`src/rtl/vram_arb_pkg.sv`:
```
// Shared types and constants for the VRAM arbiter: FSM states, requester IDs, bus widths.
package vram_arb_pkg;
    localparam int ADDR_W = 17;
    localparam int DATA_W = 8;

    typedef enum logic [1:0] {
        ST_IDLE   = 2'd0,
        ST_ACCESS = 2'd1,
        ST_ACK    = 2'd2
    } state_t;

    typedef logic [1:0] req_id_t;

    localparam req_id_t ID_NONE = 2'd0;
    localparam req_id_t ID_VID  = 2'd1;
    localparam req_id_t ID_DMA  = 2'd2;
    localparam req_id_t ID_CPU  = 2'd3;
endpackage

```
`src/rtl/vram_arbiter_if.sv`:
```
// Requester and SRAM-side signals of the VRAM arbiter; slave is the arbiter's view.
interface vram_arbiter_if;
    import vram_arb_pkg::*;

    logic              vid_req;
    logic [ADDR_W-1:0] vid_addr;
    logic              vid_ack;

    logic              dma_req;
    logic              dma_we;
    logic [ADDR_W-1:0] dma_addr;
    logic [DATA_W-1:0] dma_wdata;
    logic              dma_ack;

    logic              cpu_req;
    logic              cpu_we;
    logic [ADDR_W-1:0] cpu_addr;
    logic [DATA_W-1:0] cpu_wdata;
    logic              cpu_ack;

    logic [DATA_W-1:0] rdata;
    logic [1:0]        gnt_id;

    logic [ADDR_W-1:0] mem_addr;
    logic [DATA_W-1:0] mem_wdata;
    logic              mem_we;
    logic              mem_oe;
    logic [DATA_W-1:0] mem_rdata;

    modport slave (
        input  vid_req, vid_addr,
        input  dma_req, dma_we, dma_addr, dma_wdata,
        input  cpu_req, cpu_we, cpu_addr, cpu_wdata,
        input  mem_rdata,
        output vid_ack, dma_ack, cpu_ack, rdata, gnt_id,
        output mem_addr, mem_wdata, mem_we, mem_oe
    );

    modport master (
        output vid_req, vid_addr,
        output dma_req, dma_we, dma_addr, dma_wdata,
        output cpu_req, cpu_we, cpu_addr, cpu_wdata,
        output mem_rdata,
        input  vid_ack, dma_ack, cpu_ack, rdata, gnt_id,
        input  mem_addr, mem_wdata, mem_we, mem_oe
    );
endinterface

```
`src/rtl/vram_arb_pick.sv`:
```
// Combinational winner select: video first, then a starved CPU, then DMA, then CPU.
module vram_arb_pick
    import vram_arb_pkg::*;
(
    input  logic    vid_req,
    input  logic    dma_req,
    input  logic    cpu_req,
    input  logic    starved,
    output req_id_t id
);
    always_comb begin
        id = ID_NONE;
        if (vid_req)
            id = ID_VID;
        else if (cpu_req && starved)
            id = ID_CPU;
        else if (dma_req)
            id = ID_DMA;
        else if (cpu_req)
            id = ID_CPU;
    end
endmodule

```
`src/rtl/vram_arbiter.sv`:
```
// Three-requester single-port SRAM arbiter, one access per three cycles.
//   state     | meaning
//   ST_IDLE   | arbitrate; register winner onto the SRAM port
//   ST_ACCESS | SRAM port driven, read data captured at end of cycle
//   ST_ACK    | winner's ack pulse, rdata valid for reads
module vram_arbiter
    import vram_arb_pkg::*;
#(
    parameter int CPU_STARVE_MAX = 4
)
(
    input  logic           v_clk,
    input  logic           rst,
    vram_arbiter_if.slave  bus
);
    localparam logic [3:0] STARVE_LIM = 4'(CPU_STARVE_MAX);

    state_t            state;
    state_t            state_nxt;
    logic [2:0]        starve_cnt;
    logic              starved;
    req_id_t           winner;
    logic [ADDR_W-1:0] win_addr;
    logic [DATA_W-1:0] win_wdata;
    logic              win_we;
    logic              any_req;

    assign starved = ({1'b0, starve_cnt} >= STARVE_LIM);
    assign any_req = bus.vid_req | bus.dma_req | bus.cpu_req;

    vram_arb_pick u_pick (
        .vid_req (bus.vid_req),
        .dma_req (bus.dma_req),
        .cpu_req (bus.cpu_req),
        .starved (starved),
        .id      (winner)
    );

    always_comb begin
        win_addr  = '0;
        win_wdata = '0;
        win_we    = 1'b0;
        case (winner)
            ID_VID: win_addr = bus.vid_addr;
            ID_DMA: begin
                win_addr  = bus.dma_addr;
                win_wdata = bus.dma_wdata;
                win_we    = bus.dma_we;
            end
            ID_CPU: begin
                win_addr  = bus.cpu_addr;
                win_wdata = bus.cpu_wdata;
                win_we    = bus.cpu_we;
            end
            default: ;
        endcase
    end

    always_ff @(posedge v_clk or posedge rst) begin
        if (rst)
            state <= ST_IDLE;
        else
            state <= state_nxt;
    end

    always_comb begin
        state_nxt = state;
        case (state)
            ST_IDLE:   if (any_req) state_nxt = ST_ACCESS;
            ST_ACCESS: state_nxt = ST_ACK;
            ST_ACK:    state_nxt = ST_IDLE;
            default:   state_nxt = ST_IDLE;
        endcase
    end

    // Video grants leave the count alone; only DMA wins over a waiting CPU advance it.
    always_ff @(posedge v_clk or posedge rst) begin
        if (rst) begin
            starve_cnt <= 3'd0;
        end else if (state == ST_IDLE) begin
            if (winner == ID_CPU || !bus.cpu_req)
                starve_cnt <= 3'd0;
            else if (winner == ID_DMA && starve_cnt != 3'd7)
                starve_cnt <= starve_cnt + 3'd1;
        end
    end

    always_ff @(posedge v_clk or posedge rst) begin
        if (rst) begin
            bus.mem_addr  <= '0;
            bus.mem_wdata <= '0;
            bus.mem_we    <= 1'b0;
            bus.mem_oe    <= 1'b0;
            bus.gnt_id    <= ID_NONE;
            bus.rdata     <= '0;
            bus.vid_ack   <= 1'b0;
            bus.dma_ack   <= 1'b0;
            bus.cpu_ack   <= 1'b0;
        end else begin
            case (state)
                ST_IDLE: begin
                    if (winner != ID_NONE) begin
                        bus.mem_addr  <= win_addr;
                        bus.mem_wdata <= win_wdata;
                        bus.mem_we    <= win_we;
                        bus.mem_oe    <= ~win_we;
                        bus.gnt_id    <= winner;
                    end
                end
                ST_ACCESS: begin
                    if (bus.mem_oe)
                        bus.rdata <= bus.mem_rdata;
                    bus.vid_ack <= (bus.gnt_id == ID_VID);
                    bus.dma_ack <= (bus.gnt_id == ID_DMA);
                    bus.cpu_ack <= (bus.gnt_id == ID_CPU);
                    bus.mem_we  <= 1'b0;
                    bus.mem_oe  <= 1'b0;
                end
                ST_ACK: begin
                    bus.vid_ack <= 1'b0;
                    bus.dma_ack <= 1'b0;
                    bus.cpu_ack <= 1'b0;
                    bus.gnt_id  <= ID_NONE;
                end
                default: ;
            endcase
        end
    end
endmodule

```
`src/flat_wrapper.sv`:
```
// flat-port wrapper written by rule: the top's interface ports become plain ports
module vram_arbiter_flat import vram_arb_pkg::*;
#(
    parameter int CPU_STARVE_MAX = 4
)
  (v_clk, rst, bus_vid_req, bus_vid_addr, bus_dma_req, bus_dma_we, bus_dma_addr, bus_dma_wdata, bus_cpu_req, bus_cpu_we, bus_cpu_addr, bus_cpu_wdata, bus_mem_rdata, bus_vid_ack, bus_dma_ack, bus_cpu_ack, bus_rdata, bus_gnt_id, bus_mem_addr, bus_mem_wdata, bus_mem_we, bus_mem_oe);
  vram_arbiter_if bus_i ();
  input  logic v_clk;
  input  logic rst;
  input wire logic [$bits(bus_i.vid_req)-1:0] bus_vid_req;
  input wire logic [$bits(bus_i.vid_addr)-1:0] bus_vid_addr;
  input wire logic [$bits(bus_i.dma_req)-1:0] bus_dma_req;
  input wire logic [$bits(bus_i.dma_we)-1:0] bus_dma_we;
  input wire logic [$bits(bus_i.dma_addr)-1:0] bus_dma_addr;
  input wire logic [$bits(bus_i.dma_wdata)-1:0] bus_dma_wdata;
  input wire logic [$bits(bus_i.cpu_req)-1:0] bus_cpu_req;
  input wire logic [$bits(bus_i.cpu_we)-1:0] bus_cpu_we;
  input wire logic [$bits(bus_i.cpu_addr)-1:0] bus_cpu_addr;
  input wire logic [$bits(bus_i.cpu_wdata)-1:0] bus_cpu_wdata;
  input wire logic [$bits(bus_i.mem_rdata)-1:0] bus_mem_rdata;
  output wire logic [$bits(bus_i.vid_ack)-1:0] bus_vid_ack;
  output wire logic [$bits(bus_i.dma_ack)-1:0] bus_dma_ack;
  output wire logic [$bits(bus_i.cpu_ack)-1:0] bus_cpu_ack;
  output wire logic [$bits(bus_i.rdata)-1:0] bus_rdata;
  output wire logic [$bits(bus_i.gnt_id)-1:0] bus_gnt_id;
  output wire logic [$bits(bus_i.mem_addr)-1:0] bus_mem_addr;
  output wire logic [$bits(bus_i.mem_wdata)-1:0] bus_mem_wdata;
  output wire logic [$bits(bus_i.mem_we)-1:0] bus_mem_we;
  output wire logic [$bits(bus_i.mem_oe)-1:0] bus_mem_oe;
  assign bus_i.vid_req = bus_vid_req;
  assign bus_i.vid_addr = bus_vid_addr;
  assign bus_i.dma_req = bus_dma_req;
  assign bus_i.dma_we = bus_dma_we;
  assign bus_i.dma_addr = bus_dma_addr;
  assign bus_i.dma_wdata = bus_dma_wdata;
  assign bus_i.cpu_req = bus_cpu_req;
  assign bus_i.cpu_we = bus_cpu_we;
  assign bus_i.cpu_addr = bus_cpu_addr;
  assign bus_i.cpu_wdata = bus_cpu_wdata;
  assign bus_i.mem_rdata = bus_mem_rdata;
  assign bus_vid_ack = bus_i.vid_ack;
  assign bus_dma_ack = bus_i.dma_ack;
  assign bus_cpu_ack = bus_i.cpu_ack;
  assign bus_rdata = bus_i.rdata;
  assign bus_gnt_id = bus_i.gnt_id;
  assign bus_mem_addr = bus_i.mem_addr;
  assign bus_mem_wdata = bus_i.mem_wdata;
  assign bus_mem_we = bus_i.mem_we;
  assign bus_mem_oe = bus_i.mem_oe;
  vram_arbiter #(.CPU_STARVE_MAX(CPU_STARVE_MAX)) u_core (.v_clk(v_clk), .rst(rst), .bus(bus_i));
endmodule
```
`config.mk`:
```
export PLATFORM = sky130hd
export DESIGN_NAME = vram_arbiter_flat
export DESIGN_NICKNAME = d
export VERILOG_FILES = /design/src/rtl/vram_arb_pkg.sv /design/src/rtl/vram_arbiter_if.sv /design/src/rtl/vram_arb_pick.sv /design/src/rtl/vram_arbiter.sv /design/src/flat_wrapper.sv
export SDC_FILE = /design/constraint.sdc
export NUM_CORES = 1
export LEC_CHECK = 0
export ABC_CLOCK_PERIOD_IN_PS = 2500
export CORE_MARGIN = 2
export CORE_UTILIZATION = 30
export CTS_BUF_LIST = sky130_fd_sc_hd__clkbuf_4
export CTS_CLUSTER_SIZE = 14
export DETAILED_ROUTE_END_ITERATION = 8
export DONT_BUFFER_PORTS = 1
export PLACE_DENSITY = 0.4
export SLEW_MARGIN = 20
export SYNTH_ARGS = -nofsm -noshare
export SYNTH_HDL_FRONTEND = slang
export SYNTH_HIERARCHICAL = 1
export SYNTH_SLANG_ARGS = --single-unit
export TNS_END_PERCENT = 50
```
`constraint.sdc`:
```
create_clock -name v_clk -period 2.5 [get_ports v_clk]
set_input_delay 0.375 -clock v_clk [delete_from_list [all_inputs] [get_ports v_clk]]
set_output_delay 0.375 -clock v_clk [all_outputs]
set_load 0.01 [all_outputs]
```
==> run summary <==
CP delay by family, top: compound AO/OA/AOI/OAI gates
Min Tclk post-route: 1.96 ns
Worst VDD drop: 0.475 mV
Syn Inst Count: 237
# IOs: 122
DR vias/cell: 5.13
Outcome: finished clean
Critical path type: reg2reg
Slowest Stage Delay on Critical Path: 0.44 ns
Largest net degree at the start of global routing: 49
Routability Congestion: 0.714
CP cell instances: nand2b_1, a21o_2, buf_12, mux2_2, o22ai_1, a21oi_1
Setup bufs post-CTS: 0
Critical Path End Type: register
Final Skew: 0.00874 ns
Die area: 8980 µm²
Clk sinks: 45
CTS tree: done
Post-DR wirelength/cell: 17.2 µm
Final period util: 78.2%
FILL cells: 872
Required time worst endpoint: 2.73 ns
Total core area: 8090 µm²
Fin util: 32.7%
Fmax: 0.511 GHz
Worst-Skew Late Latency: 0.36 ns
Top cells by area, synth: dfrtp_1 (46%), mux2_2 (11%), nand3b_1 (4.9%)
DRT iter0 DRCs: 59
Gr usage total: 12.9%
Syn-to-layout area delta: 7.09%
Final hold vios: 0
Final WL: 5.85 mm
Hold WC Path Type: in2reg
Synth Flop Type: dfrtp_1
Relative slew slack: 67.5%
DP HPWL: 4.11 mm
Pre-CTS WS: 0.585 ns
Max Slew Vio Count: 0
Top cells by count, synth: dfrtp_1 (45), mux2_2 (25), o21ai_0 (21)
Most common cell in the netlist: dfrtp_1
Post-Syn Area: 2470 µm²
Number of max-cap violations: 0
# port buffers: 0
Unique masters post-synth: 34
Final setup viols: 0
Yosys top cell by area: dfrtp_1
Vias in the first global route: 1725
Unrepaired setup endpoints after global routing: false
Clock root buffer: clkbuf_4
Initial Util: 30.5%
Clock Pin Slew Worst Setup and Hold Paths: 0.14 ns
Power Dens Cells: 1140 nW/µm²
Share of cells above drive strength 1: 19.6%
DRC Markers: 0
First-pass GRT wire length: 8.99 mm
Yosys warnings: 6
Register area share after synthesis: 45.6%
Setup TNS: 0 ns
Crit path launch type: register
Critical Path AT: 2.19 ns
Post-synth ARST share: 100%
CP max stage cell: a21o_2
Synth top area share: 45.6%
Mapped Avg Cell Area: 10.4 µm²
Synth Register Bits: 45
Max FO, Critical Path: 48
Critical path buffers and inverters: 1
Net count after synthesis: 325
CTS max path bufs: 2
EDFF count, synth: 0
1st-pass router iterations: 4
Die height: 94.8 µm
H-tree levels: 2
Post-route setup slack: 0.544 ns
Least-Margin Pin Slew: 0.488 ns
Pleak: 1.09 nW
Die width: 94.8 µm
# rows: 33
Initial antenna violation count: 0
Grt ovf: 0
Vias: 1745
Inserted Diodes: 0
Net count reported at finish: 322
Antenna-violating nets left: 0
Total CTS buffers: 5
[timing repair]
action                    CTS  global route
hold buffers                1             0
gates resized for setup     0             0
hold endpoints to repair   13             0
[where the power goes]
group          switching [mW]  internal [mW]
Clock                   0.251          0.207
Combinational           0.565          0.479
Sequential              0.434           1.08
[routing by layer]
metal | track usage [%] | part of all wire [%] | vias up
li1 | - | - | 850
met1 | 16.8 | 45 | 807
met2 | 20.0 | 44 | 84
met3 | 4.87 | 11 | 4
met4 | 3.62 | 0.89 | 0
met5 | 0 | 0 | -
[state kept, by name, summed over array words and instances (netlist names)]
name / count
u_core/bus.mem_we: 1
u_core/bus.gnt_id: 2
u_core/starve_cnt: 3
u_core/bus.cpu_ack: 1
u_core/bus.rdata: 8
u_core/bus.mem_addr: 17
u_core/bus.mem_wdata: 8
u_core/bus.mem_oe: 1
u_core/bus.dma_ack: 1
u_core/state: 2
u_core/bus.vid_ack: 1
[cell families (layout without fill, tap and decap cells)]
family | Yosys count | in the layout | share of synthesized area (%)
buffers and inverters | 26 | 24 | 5.82
AND/OR/NAND/NOR | 49 | 49 | 11.0
flip-flops | 45 | 45 | 45.6
multiplexers | 37 | 37 | 16.7
AO/OA/AOI/OAI | 74 | 74 | 17.9
adder cells (fa/ha/maj) | 6 | 6 | 3.04
[cells in the final DEF (no fill, tap or decap), drive strengths merged, types with 7 or more instances in the layout]
master / n
nand2: 17
buf: 7
o21ai: 28
mux2: 27
inv: 8
mux2i: 10
a21oi: 16
nand3b: 16
o22ai: 17
dfrtp: 45
[area by class of cell]
| cell class | instances | area (µm²) | share of cell area [%] |
|---|---|---|---|
| clock buffer | 5 | 37.5 | 1.42 |
| sequential | 45 | 1130 | 42.6 |
| inverter | 8 | 30.0 | 1.13 |
| tap | 105 | 131 | 4.96 |
| timing repair buffer | 8 | 75.1 | 2.84 |
| multi-input combinational | 166 | 1200 | 45.5 |
| clock inverter | 3 | 41.3 | 1.56 |
[final timing paths]
| check | startpoint | end | slack, ns | depth (start not counted) |
|---|---|---|---|---|
| max | u_core/starve_cnt[2] | u_core/bus.mem_addr[2] | 0.54 | 6 |
| min | bus_mem_rdata[6] | u_core/bus.rdata[6] | 0.15 | 1 |
| max reg2reg | u_core/starve_cnt[2] | u_core/bus.mem_addr[2] | 0.54 | 6 |
| min reg2reg | u_core/starve_cnt[0] | u_core/starve_cnt[0] | 0.52 | 1 |
| max in group asynchronous | rst | u_core/bus.mem_addr[6] | 1.54 | 3 |
| min in group asynchronous | rst | u_core/bus.rdata[0] | 0.39 | 2 |
[metrics by stage]
stage	power, mW	instances	instance area (µm²)	hold slack, ns
6_report	3.01	340	2650	0.147
3_5_place_dp	2.59	331	2560	0.240
4_1_cts	3.07	340	2650	0.121
5_1_grt	3.27	340	2650	0.113
2_1_floorplan	2.33	237	2470	0.478
3_3_place_gp	2.58	331	2560	0.248
(Power assumes the default switching activity.)
